## config.mk

```make
export PLATFORM = sky130hd
export DESIGN_NAME = serial_line_rx
export DESIGN_NICKNAME = d
export VERILOG_FILES = /design/src/rtl/serial_pkg.sv /design/src/rtl/line_buf_ram.sv /design/src/rtl/serial_line_rx.sv
export SDC_FILE = /design/constraint.sdc
export NUM_CORES = 1
export LEC_CHECK = 0
export ABC_AREA = 1
export ABC_CLOCK_PERIOD_IN_PS = 2900
export CAP_MARGIN = 20
export CORE_MARGIN = 3
export CORE_UTILIZATION = 30
export CTS_BUF_LIST = sky130_fd_sc_hd__clkbuf_16
export DETAILED_ROUTE_END_ITERATION = 7
export PLACE_DENSITY_LB_ADDON = 0.25
export SYNTH_ARGS = -nofsm -noshare
export SYNTH_HDL_FRONTEND = slang
export SYNTH_SLANG_ARGS = --single-unit
```

## constraint.sdc

```tcl
create_clock -name clk_48mhz -period 2.9 [get_ports clk_48mhz]
set_input_delay 0.58 -clock clk_48mhz [delete_from_list [all_inputs] [get_ports clk_48mhz]]
set_output_delay 0.58 -clock clk_48mhz [all_outputs]
set_load 0.01 [all_outputs]
```

## src/rtl/serial_pkg.sv

```systemverilog
// Shared constants and state encoding for the serial line receiver.
package serial_pkg;

    localparam logic [7:0] CHAR_CR  = 8'h0D;
    localparam logic [7:0] CHAR_LF  = 8'h0A;
    localparam logic [7:0] CHAR_BS  = 8'h08;
    localparam logic [7:0] CHAR_DEL = 8'h7F;

    typedef enum logic [1:0] {
        RECV,
        LOAD,
        DRAIN
    } state_e;

endpackage

```

## src/rtl/line_buf_ram.sv

```systemverilog
// DEPTH x 8 simple dual-port RAM: synchronous write, registered read (EBR friendly).
module line_buf_ram #(
    parameter int unsigned DEPTH = 64,
    localparam int unsigned AW = $clog2(DEPTH)
) (
    input  logic          clk_i,
    input  logic          wr_en_i,
    input  logic [AW-1:0] wr_addr_i,
    input  logic [7:0]    wr_data_i,
    input  logic          rd_en_i,
    input  logic [AW-1:0] rd_addr_i,
    output logic [7:0]    rd_data_o
);

    logic [7:0] mem_q [DEPTH];
    logic [7:0] rd_data_q;

    // Write port and registered read port; the read register holds when rd_en_i is low.
    always_ff @(posedge clk_i) begin
        if (wr_en_i) begin
            mem_q[wr_addr_i] <= wr_data_i;
        end
        if (rd_en_i) begin
            rd_data_q <= mem_q[rd_addr_i];
        end
    end

    assign rd_data_o = rd_data_q;

endmodule

```

## src/rtl/serial_line_rx.sv

```systemverilog
// Line assembler: collects bytes with backspace editing, replays a line on CR/LF.
module serial_line_rx
    import serial_pkg::*;
#(
    parameter int unsigned DEPTH      = 64,
    parameter bit          DROP_EMPTY = 1'b1,
    localparam int unsigned CW = $clog2(DEPTH + 1),
    localparam int unsigned PW = $clog2(DEPTH)
) (
    input  logic          clk_48mhz,
    input  logic          reset,
    input  logic [7:0]    uart_out_data,
    input  logic          uart_out_valid,
    output logic          uart_out_ready,
    output logic [7:0]    line_data,
    output logic          line_valid,
    input  logic          line_ready,
    output logic          line_last,
    output logic [CW-1:0] line_len,
    output logic          line_overflow,
    output logic          line_empty
);

    state_e        state_q, state_d;
    logic [CW-1:0] count_q, count_d;
    logic          ovf_q, ovf_d;
    logic [PW-1:0] rd_ptr_q, rd_ptr_d;
    logic [CW-1:0] len_q, len_d;
    logic          lovf_q, lovf_d;
    logic          empty_q, empty_d;

    logic          in_hs, out_hs;
    logic          is_term, is_bs;
    logic          ram_wr_en, ram_rd_en;
    logic [PW-1:0] ram_rd_addr;
    logic [7:0]    ram_rd_data;

    assign is_term = (uart_out_data == CHAR_CR) || (uart_out_data == CHAR_LF);
    assign is_bs   = (uart_out_data == CHAR_BS) || (uart_out_data == CHAR_DEL);

    // Ready is forced low while reset is held, even though the state already reads RECV.
    assign uart_out_ready = (state_q == RECV) && !reset;
    assign line_valid     = (state_q == DRAIN);
    assign line_last      = line_valid && (CW'(rd_ptr_q) == len_q - CW'(1));
    assign line_data      = line_valid ? ram_rd_data : 8'h00;
    assign line_len       = len_q;
    assign line_overflow  = lovf_q;
    assign line_empty     = empty_q;

    assign in_hs  = uart_out_valid && uart_out_ready;
    assign out_hs = line_valid && line_ready;

    // Next-state logic for the receive/load/drain sequencer and its counters.
    always_comb begin
        state_d     = state_q;
        count_d     = count_q;
        ovf_d       = ovf_q;
        rd_ptr_d    = rd_ptr_q;
        len_d       = len_q;
        lovf_d      = lovf_q;
        empty_d     = 1'b0;
        ram_wr_en   = 1'b0;
        ram_rd_en   = 1'b0;
        ram_rd_addr = rd_ptr_q + PW'(1);

        unique case (state_q)
            RECV: begin
                if (in_hs) begin
                    if (is_term) begin
                        if ((count_q != '0) || !DROP_EMPTY) begin
                            len_d  = count_q;
                            lovf_d = ovf_q;
                            if (count_q == '0) begin
                                empty_d = 1'b1;
                                ovf_d   = 1'b0;
                            end else begin
                                state_d = LOAD;
                            end
                        end
                    end else if (is_bs) begin
                        if (count_q != '0) begin
                            count_d = count_q - CW'(1);
                        end
                    end else if (count_q < CW'(DEPTH)) begin
                        ram_wr_en = 1'b1;
                        count_d   = count_q + CW'(1);
                    end else begin
                        ovf_d = 1'b1;
                    end
                end
            end
            LOAD: begin
                ram_rd_en   = 1'b1;
                ram_rd_addr = '0;
                rd_ptr_d    = '0;
                state_d     = DRAIN;
            end
            DRAIN: begin
                if (out_hs) begin
                    if (line_last) begin
                        count_d = '0;
                        ovf_d   = 1'b0;
                        state_d = RECV;
                    end else begin
                        // Prefetch the next byte so the stream has no bubble.
                        ram_rd_en = 1'b1;
                        rd_ptr_d  = rd_ptr_q + PW'(1);
                    end
                end
            end
            default: state_d = RECV;
        endcase
    end

    // State and counter registers with asynchronous reset.
    always_ff @(posedge clk_48mhz or posedge reset) begin
        if (reset) begin
            state_q  <= RECV;
            count_q  <= '0;
            ovf_q    <= 1'b0;
            rd_ptr_q <= '0;
            len_q    <= '0;
            lovf_q   <= 1'b0;
            empty_q  <= 1'b0;
        end else begin
            state_q  <= state_d;
            count_q  <= count_d;
            ovf_q    <= ovf_d;
            rd_ptr_q <= rd_ptr_d;
            len_q    <= len_d;
            lovf_q   <= lovf_d;
            empty_q  <= empty_d;
        end
    end

    line_buf_ram #(
        .DEPTH(DEPTH)
    ) u_buf (
        .clk_i    (clk_48mhz),
        .wr_en_i  (ram_wr_en),
        .wr_addr_i(count_q[PW-1:0]),
        .wr_data_i(uart_out_data),
        .rd_en_i  (ram_rd_en),
        .rd_addr_i(ram_rd_addr),
        .rd_data_o(ram_rd_data)
    );

endmodule

```

Word-level counts from Yosys, hierarchy flattened

Memories as Yosys holds them, arrays and structs flattened. A register that Yosys moved wholly into a read port is not among the register bits.
Cells that the tools add are included.

Memories: 1
Input port bits: 12
Output and inout port bits: 20
Register bits after elaboration: 25
Bits in writable memories: 512

Memories:

| memory      | words | width | rd ports | clocked after memory_dff | write ports | line               | text |
|---|---|---|---|---|---|---|---|
| u_buf.mem_q | 64    | 8     | 1        | 1                        | 1           | line_buf_ram.sv:15 | `logic [7:0] mem_q [DEPTH];` |

Add/subtract/negate cells: 4
Eq/ne operators: 21
Multiplexer cells: 44
$lt $le $gt $ge: 1
Reductions and logical operators: 17

Operators with widths:

| operator                                                                 | count |
|---|---|
| 7-bit 2-to-1 mux                                                         | 7 |
| 8-bit by 4-bit equality test with 1-bit output (second input constant)   | 3 |
| 1-bit 2-to-1 mux                                                         | 22 |
| 6-bit 2-to-1 mux                                                         | 3 |
| 7-bit case mux with 2 select lines                                       | 1 |
| 7-bit by 1-bit subtractor with 7-bit output (second input constant)      | 2 |
| 2-bit 2-to-1 mux                                                         | 6 |
| 3-bit by 2-bit inequality test with 1-bit output (second input constant) | 4 |
| 6-bit case mux with 2 select lines                                       | 1 |
| 2-bit inequality test (second input constant)                            | 5 |
| 8-bit by 7-bit equality test with 1-bit output (second input constant)   | 1 |
| 8-bit 2-to-1 mux                                                         | 1 |
| 8-bit AND reduction                                                      | 1 |
| 7-bit by 1-bit adder with 7-bit output (second input constant)           | 1 |
| 6-bit by 7-bit equality test with 1-bit output                           | 1 |
| 7-bit zero test                                                          | 1 |
| 7-bit less-than comparator (second input constant)                       | 1 |
| 7-bit AND reduction                                                      | 1 |
| 7-bit nonzero test                                                       | 1 |
| 6-bit by 1-bit adder with 6-bit output (second input constant)           | 1 |
| 2-bit by 1-bit inequality test with 1-bit output (second input constant) | 3 |
| 3-bit inequality test (second input constant)                            | 2 |
| 2-bit case mux with 3 select lines                                       | 1 |
| 6-bit AND reduction                                                      | 1 |
| other kinds (10)                                                         | 16 |

Depth between registers and ports, before layout

Gate-level depths: netlist of run 1.

Depth after elaboration: 8
Gate-level depth with buffers: 15

Modules after synthesis

A second synthesis of run 1 with hierarchy kept.

Cells, all modules: 2127
Area total of the unflattened synthesis: 23521.3 um2

By module, submodules not included:

| module         | area an instance (um2) | cells an instance | times used |
|---|---|---|---|
| line_buf_ram   | 21419.3                | 1805              | 1 |
| serial_line_rx | 2102.0                 | 322               | 1 |

Least setup slack after synthesis of run 1

Ideal clock, no wire load.

Path kind: in2reg
Start point: input port uart_out_data[1]
End point: memory u_buf.mem_q[0][0] (enable)
Stages on the path: 11
Library setup time: 0.370 ns
Setup slack: 0.459 ns
Data arrival time: 2.071 ns
Path through: inv_1 > nand2_1 > nor2_1 > nand2_1 > nand2_1 > inv_1 > ha_1 > nand3_1 > nor2_1 > nand2_1 > nor2_1

Longest elaborated chain between the ends: 8

RTL lines:

| what                                                                                                                    | line                 | text |
|---|---|---|
| start: declaration                                                                                                      | serial_line_rx.sv:12 | `input logic [7:0] uart_out_data,` |
| 8-bit by 4-bit equality test with 1-bit output / 8-bit by 7-bit equality test with 1-bit output (equally long branches) | serial_line_rx.sv:39 | `assign is_bs = (uart_out_data == CHAR_BS) \|\| (uart_out_data == CHAR_DEL);` |
| 1-bit logical OR                                                                                                        | serial_line_rx.sv:39 |  |
| 1-bit 2-to-1 mux                                                                                                        | serial_line_rx.sv:80 | `end else if (is_bs) begin` |
| 1-bit 2-to-1 mux (*)                                                                                                    | serial_line_rx.sv:69 | `if (is_term) begin` |
| 1-bit 2-to-1 mux (*)                                                                                                    | serial_line_rx.sv:68 | `if (in_hs) begin` |
| 1-bit 2-to-1 mux (*)                                                                                                    | serial_line_rx.sv:66 | `unique case (state_q)` |
| 1-bit 2-to-1 mux (*)                                                                                                    | line_buf_ram.sv:20   | `if (wr_en_i) begin` |
| 1-bit 2-to-1 mux (implied by the code) (*)                                                                              | line_buf_ram.sv:21   | `mem_q[wr_addr_i] <= wr_data_i;` |
| end: declaration                                                                                                        | line_buf_ram.sv:15   |  |

Every way passes the cells marked *; elsewhere a longest branch is shown, timed or not.

Final worst setup path of run 1

Start point: register state_q[0]
End point: output port line_data[4]

Longest elaborated chain between the ends: 2

RTL lines:

| what                     | line                  | text |
|---|---|---|
| start: declaration       | serial_line_rx.sv:24  | `state_e state_q, state_d;` |
| start signal: assignment | serial_line_rx.sv:126 | `state_q <= state_d;` |
| 2-bit equality test      | serial_line_rx.sv:43  | `assign line_valid = (state_q == DRAIN);` |
| 8-bit 2-to-1 mux         | serial_line_rx.sv:45  | `assign line_data = line_valid ? ram_rd_data : 8'h00;` |
| end: declaration         | serial_line_rx.sv:15  | `output logic [7:0] line_data,` |

No other way between the ends.

==> results of run 1 <==
-- Yosys cell counts (9+ instances only) --
| master | instances |
|---|---|
| o21ai_1 | 11 |
| nor2_1 | 245 |
| o21ai_0 | 83 |
| ha_1 | 12 |
| buf_2 | 65 |
| buf_1 | 10 |
| clkbuf_1 | 23 |
| buf_4 | 9 |
| o211ai_1 | 9 |
| nand4_1 | 13 |
| dfrtp_1 | 24 |
| nand3_1 | 419 |
| edfxtp_1 | 520 |
| inv_1 | 367 |
| a21oi_1 | 13 |
| nand2_1 | 505 |
-- final cells by class --
type / count / area [µm²]
Fill cell: 7944 / 50800
Clock buffer: 58 / 1450
Tap cell: 1050 / 1310
Clock inverter: 47 / 494
Timing Repair Buffer: 184 / 1670
Sequential cell: 544 / 16200
Multi-Input combinational cell: 1339 / 6040
Inverter: 376 / 1410
-- how the worst max path moves through the flow --
stage          depth (start not counted)  slack (ns)              from                  to
2_1_floorplan                         11        0.46  uart_out_data[1]   u_buf.mem_q[0][0]
3_3_place_gp                          15       -0.24  uart_out_data[6]  u_buf.mem_q[45][3]
3_5_place_dp                          15       -0.19  uart_out_data[6]  u_buf.mem_q[60][3]
4_1_cts                                6        0.03        state_q[0]        line_data[3]
5_1_grt                                6      -0.005        state_q[0]        line_data[4]
6_report                               6        0.09        state_q[0]        line_data[4]
-- worst max-delay path, cell delays in order, from the launching register on --
cell             delay [ns]
dfrtp_1                0.40
inv_1                  0.12
ha_2                   0.22
buf_6                  0.16
nand2_1                0.06
inv_1                  0.10
clkdlybuf4s50_1        0.55
-- where the power goes --
part	internal, mW	total (mW)	switching, mW
Sequential	8.81	8.95	0.141
Clock	4.44	7.54	3.10
Combinational	2.73	9.04	6.31
Total	16.0	25.5	9.55
-- sequential cells by signal, summed over array words and instances (netlist names) --
name	cells
count_q	7
line_len	7
line_overflow	1
ovf_q	1
rd_ptr_q	6
state_q	2
u_buf.mem_q	512
u_buf.rd_data_o	8
-- stage by stage --
stage                     worst slack [ns]  hold WS (ns)
after floorplan                      0.459         0.438
after global placement              -0.238         0.470
after detailed placement            -0.186         0.470
after CTS                           0.0267         0.258
after global routing              -0.00503         0.285
final                               0.0864         0.281
-- routing by layer --
layer	up-vias	routed length, µm	global-route usage
met5	-	0	0
met4	0	2800	0.0670
met3	113	3600	0.0225
met2	497	34300	0.286
met1	8297	31300	0.226
li1	8089	-	-
-- cells by family (layout without fill, tap and decap cells) --
kind of cell | after synthesis | in the layout | share of synthesized area
multiplexers | 1 | 1 | 0.000466
AND/OR/NAND/NOR | 1200 | 1200 | 0.212
other | 1 | 1 | 0.000155
AO/OA/AOI/OAI | 120 | 120 | 0.0263
buffers and inverters | 485 | 665 | 0.0808
adder cells (fa/ha/maj) | 13 | 13 | 0.00705
XOR/XNOR | 4 | 4 | 0.00145
flip-flops | 544 | 544 | 0.671
-- what timing repair did --
item,4_1_cts,5_1_grt
pin swaps,2,1
setup buffers,3,0
setup endpoints to repair,2,10
cloned,0,0
resized for setup,8,8
==> impl_results.md, run 1 <==
- Status: completed
- Gr ovfl total: 0
- Predominant post-synthesis flop cell: edfxtp_1
- Slew HR: 0.370
- VDD IR max: about 0.99 mV
- Final setup TNS: 0 ns
- Top cells by area, synth: edfxtp_1 (65%), nand3_1 (8.7%), nand2_1 (7.8%)
- Post-route clock skew: 0.0160 ns
- DP Area: between 20000 and 30000 µm²
- Area delta synth->final: 18.4%
- Hold path cells: 1
- Routed Antenna Nets: 0
- Crit path launch type: register
- CTS Sinks: 544
- Worst Setup End Kind: primary output
- H-Tree Level Count: 2
- Area of the core: 79400 µm²
- First-pass GRT wire length: roughly 110 mm
- Leak: 11.8 nW
- Yosys reg bits: ~540
- Fin crit period: ~2.8 ns
- Worst hold path endpoint: u_buf.mem_q[29][5]
- Non-Filler Instances: 3598
- Avg Vias per Cell: approximately 4.7
- Commonest non-fill, non-tap cell in the layout: edfxtp_1
- GPL Wtd Cong: 0.906
- WL final: just over 70 mm
- Slew Limit Fails: 0
- Post-Synthesis Cells: around 2400
- Layout Nets: around 2500
- DR iter-0 viols: roughly 1300
- Final setup fails: 0
- FF-to-FF Start: state_q[1]
- Number of synthesized flops with an enable pin: 520
- Worst Hold Launch: uart_out_data[5]
- Mapped Area: 24100 µm²
- Worst-Skew Late Latency: ~0.63 ns
- Synth cell types: 35
- Synth async-reset ratio: 0.0441
- Post-DP HPWL: roughly 47 mm
- # diodes: 0
- CTS tree: done
- Initial antenna violation count: 2
- Worst EP required: about 2.3 ns
- Critical path data arrival time: 2.23 ns
- Finished Core Util: 0.360
- Largest net degree at the start of global routing: 101
- TritonCTS Buffers: 57
- # hold bufs at CTS: 0
- Drt wl/cell: around 20 µm
- Crit-path max FO: 9
- Layout cells sized above 1: 0.110
- Drt drc: 0
- Sequential area share after synthesis: 0.671
- Total power: 25.5 mW
- Die area: roughly 84000 µm²
- IO Port Bufs: 30
- Deepest clock path buffer count: 3
- Fin. Hold Viols: 0
- Tightest Hold Check Type: primary input to register
- Maxcap violations: 0
- Pre-antenna DRT Iters: 5
- Syn Nets: roughly 2400
- Clk root buf: clkbuf_16
- Die Width: around 290 µm
- Clock slew seen by the registers of the worst setup and hold paths: 0.06 ns
- PwrDens: just under 900 nW/µm²
- Initial core utilization: 0.304
- Site Rows: 103
- Top cell type's share of synthesized area: 0.647
- Yosys warns: 0
- Final instance area: ~29000 µm²
- Worst slew pin tran: about 0.94 ns
- Tot GR Track Use: 0.171
- Reg2Reg Setup Slack: 0.26 ns
- Tcrit/Tclk final: 0.970
- Endpoint of the worst register-to-register path: u_buf.rd_data_o[7]
- # IOs: 32
- Critical path class: register to primary output
- Synth area leader: edfxtp_1
- FF-to-FF path depth: 10
- Die Ht: 290 µm
- Avg Inst Size Synth: slightly above 10 µm²
- Total number of vias: about 17000
- DP Cell Count: roughly 3500
- Commonest non-fill, non-tap cells in the layout: edfxtp_1 (520), nand2_1 (505), nand3_1 (418)
- Maximum clock rate: approximately 360 MHz
- Vias in the first global route: between 15000 and 20000
No activity file was read; power rests on OpenSTA's default activity.
==> run 2, diff against run 1 <==
--- a/config.mk
+++ b/config.mk
@@ -13,6 +13,7 @@
 export CTS_BUF_LIST = sky130_fd_sc_hd__clkbuf_16
 export DETAILED_ROUTE_END_ITERATION = 7
 export PLACE_DENSITY_LB_ADDON = 0.25
+export SLEW_MARGIN = 20
 export SYNTH_ARGS = -nofsm -noshare
 export SYNTH_HDL_FRONTEND = slang
 export SYNTH_SLANG_ARGS = --single-unit
==> results of run 2 <==
No change in the layout: final DEF, timing and power equal those of run 1.
